## src/rtl/iobus_pkg.sv

```systemverilog
// Shared types and MMIO address map for the IOBUS arbiter and its peripherals.
package iobus_pkg;

    typedef enum logic [1:0] {IDLE, OWN0, OWN1} arb_state_t;

    localparam logic [31:0] SWITCHES_AD = 32'h11000000;
    localparam logic [31:0] LEDS_AD     = 32'h11080000;
    localparam logic [31:0] SSEG_AD     = 32'h110C0000;

endpackage

```

## src/rtl/rr_pick2.sv

```systemverilog
// Two-way round-robin pick: on a tie the master that was not granted last wins.
module rr_pick2 (
    input  logic [1:0] req,
    input  logic       last,
    output logic       win
);

    always_comb begin
        win = 1'b0;
        if (req == 2'b11) begin
            win = ~last;
        end else if (req[1]) begin
            win = 1'b1;
        end
    end

endmodule

```

## src/rtl/iobus_arbiter.sv

```systemverilog
// Two-master round-robin arbiter for the shared MMIO IOBUS with a bounded tenure.
module iobus_arbiter
    import iobus_pkg::*;
#(
    parameter int unsigned MAX_HOLD = 16,
    parameter int unsigned CNT_W    = 8
) (
    input  logic        CLK,
    input  logic        RST_N,
    input  logic        M0_REQ,
    input  logic [31:0] M0_ADDR,
    input  logic [31:0] M0_WDATA,
    input  logic        M0_WR,
    output logic        M0_GNT,
    output logic [31:0] M0_RDATA,
    input  logic        M1_REQ,
    input  logic [31:0] M1_ADDR,
    input  logic [31:0] M1_WDATA,
    input  logic        M1_WR,
    output logic        M1_GNT,
    output logic [31:0] M1_RDATA,
    output logic [31:0] IOBUS_ADDR,
    output logic [31:0] IOBUS_OUT,
    output logic        IOBUS_WR,
    input  logic [31:0] IOBUS_IN,
    output logic        BUSY
);

    localparam logic [CNT_W-1:0] HOLD_LIM = CNT_W'(MAX_HOLD);
    localparam logic [CNT_W-1:0] CNT_ONE  = CNT_W'(1);

    arb_state_t       state_q, state_d;
    logic [CNT_W-1:0] hcnt_q, hcnt_d;
    logic             last_q, last_d;

    logic owner, own_req, oth_req, win;

    rr_pick2 u_pick (
        .req  ({M1_REQ, M0_REQ}),
        .last (last_q),
        .win  (win)
    );

    assign owner   = (state_q == OWN1);
    assign own_req = owner ? M1_REQ : M0_REQ;
    assign oth_req = owner ? M0_REQ : M1_REQ;

    always_ff @(posedge CLK) begin
        if (!RST_N) begin
            state_q <= IDLE;
            hcnt_q  <= '0;
            last_q  <= 1'b1;
        end else begin
            state_q <= state_d;
            hcnt_q  <= hcnt_d;
            last_q  <= last_d;
        end
    end

    always_comb begin
        state_d = state_q;
        hcnt_d  = hcnt_q;
        last_d  = last_q;
        unique case (state_q)
            IDLE: begin
                if (M0_REQ || M1_REQ) begin
                    state_d = win ? OWN1 : OWN0;
                    hcnt_d  = CNT_ONE;
                    last_d  = win;
                end
            end
            OWN0, OWN1: begin
                // Release and forced hand-off share one path; hand-off only if the other asks.
                if (!own_req || (oth_req && hcnt_q == HOLD_LIM)) begin
                    if (oth_req) begin
                        state_d = owner ? OWN0 : OWN1;
                        hcnt_d  = CNT_ONE;
                        last_d  = ~owner;
                    end else begin
                        state_d = IDLE;
                        hcnt_d  = '0;
                    end
                end else if (hcnt_q != HOLD_LIM) begin
                    hcnt_d = hcnt_q + 1'b1;
                end
            end
            default: begin
                state_d = IDLE;
                hcnt_d  = '0;
            end
        endcase
    end

    always_comb begin
        M0_GNT     = (state_q == OWN0);
        M1_GNT     = (state_q == OWN1);
        BUSY       = M0_GNT | M1_GNT;
        IOBUS_ADDR = '0;
        IOBUS_OUT  = '0;
        IOBUS_WR   = 1'b0;
        unique case (state_q)
            OWN0: begin
                IOBUS_ADDR = M0_ADDR;
                IOBUS_OUT  = M0_WDATA;
                IOBUS_WR   = M0_WR;
            end
            OWN1: begin
                IOBUS_ADDR = M1_ADDR;
                IOBUS_OUT  = M1_WDATA;
                IOBUS_WR   = M1_WR;
            end
            default: ;
        endcase
        M0_RDATA = M0_GNT ? IOBUS_IN : '0;
        M1_RDATA = M1_GNT ? IOBUS_IN : '0;
    end

endmodule

```

## config.mk

```make
export PLATFORM = sky130hd
export DESIGN_NAME = iobus_arbiter
export DESIGN_NICKNAME = d
export VERILOG_FILES = /design/src/rtl/iobus_pkg.sv /design/src/rtl/rr_pick2.sv /design/src/rtl/iobus_arbiter.sv
export SDC_FILE = /design/constraint.sdc
export NUM_CORES = 1
export LEC_CHECK = 0
export CAP_MARGIN = 10
export CORE_AREA = 5 5 112 114
export CTS_CLUSTER_DIAMETER = 40
export CTS_CLUSTER_SIZE = 10
export DETAILED_ROUTE_END_ITERATION = 8
export DIE_AREA = 0 0 117 119
export MAX_ROUTING_LAYER = met4
export PLACE_DENSITY = 0.65
export SLEW_MARGIN = 10
export SYNTH_ARGS = -nofsm -noshare
export SYNTH_HDL_FRONTEND = slang
export SYNTH_SLANG_ARGS = --single-unit
```

## constraint.sdc

```tcl
create_clock -name CLK -period 5.3 [get_ports CLK]
set_input_delay 0.53 -clock CLK [delete_from_list [all_inputs] [get_ports CLK]]
set_output_delay 0.53 -clock CLK [all_outputs]
set_load 0.05 [all_outputs]
```

==> reports/summary.md <==
Outcome
• **result of the run** complete, no violations

Timing
• **Max-Slew Margin vs Limit** 19.7%
• **worst hold-check slack** 0.525 ns
• **Max Slew Vio Count** 0
• **highest achievable clock rate** 236 MHz
• **setup tns final** 0 ns
• **# setup viols final** 0
• **Final min period** 4.24 ns
• **RSZ-0062 raised after global routing** no
• **count of endpoints failing hold in the final timing report** 0
• **Tcrit/Tclk final** 79.9%
• **transition time at the pin with the least slew margin** 1.20 ns
• **final setup skew** 0.00265 ns

Clock tree
• **CTS Root Cell** clkbuf_16
• **clock latency on the worst-skew pair** 0.24 ns
• **hold buffers post-CTS** 0
• **CTS Sinks** 11
• **post-CTS resize count** 0
• **# Post-CTS Setup Buffers** 0
• **clock transition at the registers of the reported paths** 0.04 ns
• **clock tree from TritonCTS** yes
• **clk buf depth** 2
• **htree depth** 1
• **CTS Buf Count** 3

Die
• **num rows** 39
• **initial cell density of the core** 17.2%
• **total die area** 13900 um^2
• **vertical die dimension** 119 um
• **CORE AREA** 11300 um^2
• **top-level port count** 298
• **die extent in x** 117 um

Critical path
• **WS Path Type** flop to output port
• **CP Capture Type** output port
• **start point of the critical path** state_q[0]
• **logic depth of the worst register-to-register path** 6
• **r2r startpoint** state_q[0]
• **highest fanout seen on the critical path** 48
• **Critical Path RT** 4.77 ns
• **launching element type of the critical path** flop
• **Data arrival, critical path** 3.71 ns

Yosys
• **number of synthesized flops with an enable pin** 0
• **number of register bits inferred by synthesis** 11
• **post-synthesis average cell area** 7.78 um^2
• **synthesized instance count** 250
• **number of nets produced by synthesis** 422
• **share of synthesized flip-flops with an asynchronous set or reset** 0%
• **YS warnings** 0
• **count of different cell masters after synthesis** 50
• **proportion of synthesized chip area in sequential cells** 11.3%
• **commonest register cell after synthesis** dfxtp_1
• **summed instance area of the synthesized netlist** 1950 um^2

Detailed routing
• **drt via density** 4.62
• **Routed wire per std cell** 19.2 um
• **drt drc** 0
• **vias after detailed routing** 3102
• **Routed WL** 12.9 mm
• **Final ANT Viol Nets** 0
• **drt initial violations** 216
• **TritonRoute pass-1 iters** 6

Global routing
• **antenna violations before repair** 1
• **global-route wire length before repair** 18.3 mm
• **global routing usage summed across all routing layers** 17.3%
• **pin count of the biggest net entering global routing** 66
• **overflow left after global routing** 0
• **vias in the first global route** 3271

Placed design
• **HPWL after DPL** 11.0 mm
• **GPL Wtd Cong** 0.834
• **Port-buffer cells** 297

Power
• **power per standard cell area** 288 nW/um^2
• **Static Leak** 1.85 nW
• **maximum VDD drop** 134 uV

Hold path
• **path type of the worst min-delay path** flop to flop
• **worst hold stages** 2
• **HP Start** state_q[0]

Cells and area
• **share of the core filled with cells in the final layout** 44.9%
• **fillers** 1086
• **multi-input logic area** 1580 um^2
• **layout cell share with drive strength beyond 1** 3.98%
• **Area Growth Syn to Fin** 161%
• **fin nets** 701
• **footprint of the flip-flops and latches** 220 um^2

Job
• **Max Cap Violations** 0

cells in the final DEF (no fill, tap or decap), drive strengths merged, types with 3 or more instances in the layout:
master / instances
o21ai: 7
ha: 6
o211ai: 3
clkdlybuf4s50: 297
inv: 8
dfxtp: 11
clkbuf: 4
nor2: 5
a32o: 3
nand3: 3
and2: 67
a22o: 65
nand3b: 3
nand2: 6
a31oi: 3
path summary, 6_finish.rpt:
kind	to	slack, ns
setup / recovery	IOBUS_OUT[18]	1.06
hold / removal	state_q[0]	0.53
setup reg to reg	hcnt_q[2]	2.39
hold reg to reg	state_q[0]	0.53
cells by family after synthesis:
| kind of cell | Yosys count | synth area share (%) |
|---|---|---|
| flip-flops | 11 | 11.3 |
| AND/OR/NAND/NOR | 100 | 32.6 |
| adder cells (fa/ha/maj) | 6 | 3.86 |
| XOR/XNOR | 2 | 0.900 |
| AO/OA/AOI/OAI | 95 | 41.9 |
| multiplexers | 3 | 1.99 |
| buffers and inverters | 33 | 7.40 |
state kept, by name, summed over array words and instances (netlist names):
| name | cells |
|---|---|
| last_q | 1 |
| state_q | 2 |
| hcnt_q | 8 |
final cells by class:
cell class / count / share of cell area, %
flip-flops and latches: 11 / 4.33
clock buffers: 4 / 1.55
inverters: 8 / 0.591
multi-input cells: 206 / 31.2
repair buffers: 299 / 58.8
well taps: 143 / 3.52
diodes: 1 / 0.0492
per-layer routing:
| layer | GRT usage, % | vias to the layer above | share of wire (%) |
|---|---|---|---|
| li1 | - | 1500 | - |
| met1 | 17.0 | 1393 | 35 |
| met2 | 32.5 | 184 | 51 |
| met3 | 5.02 | 25 | 11 |
| met4 | 4.87 | 0 | 2.5 |
| met5 | - | - | 0 |
synth_stat cells (all sizes together) (2+ instances only):
library cell,instances,share of area (%)
nand4,2,0.64
o21ai,7,1.8
mux2i,2,1.2
a21oi,2,0.51
dfxtp,11,11
a32o,3,1.5
ha,6,3.9
nand2,6,1.2
nor2,5,0.96
a31oi,3,0.96
or4,2,1.0
nand3,3,0.77
nand3b,3,1.2
inv,8,1.5
clkbuf,17,3.3
o311ai,2,0.90
nor2b,2,0.64
xnor2,2,0.90
buf,8,2.5
or3,2,0.96
o211ai,3,1.2
and2,67,22
a22o,65,29
metrics by stage:
step / cell area (um^2) / std cells / power [mW] / worst slack [ns]
2_1_floorplan: 1950 / 250 / 0.875 / 2.39
3_3_place_gp: 5000 / 667 / 1.32 / 1.40
3_5_place_dp: 5000 / 667 / 1.33 / 1.25
4_1_cts: 5080 / 671 / 1.47 / 1.00
5_1_grt: 5080 / 672 / 1.52 / 0.758
6_report: 5080 / 672 / 1.46 / 1.06
worst max-delay path: stages, from the launching register on:
cell,delay (ns)
dfxtp_1,0.33
inv_1,0.09
ha_1,0.92
and2_2,0.56
buf_4,0.50
a22o_1,0.20
clkdlybuf4s50_1,0.83
power breakdown:
group	switching (mW)	leakage [nW]	internal, mW
combinational	0.753	1.72	0.462
sequential	0.0115	0.0896	0.0932
clock	0.0401	0.0382	0.101
(Power assumes the default switching activity.)
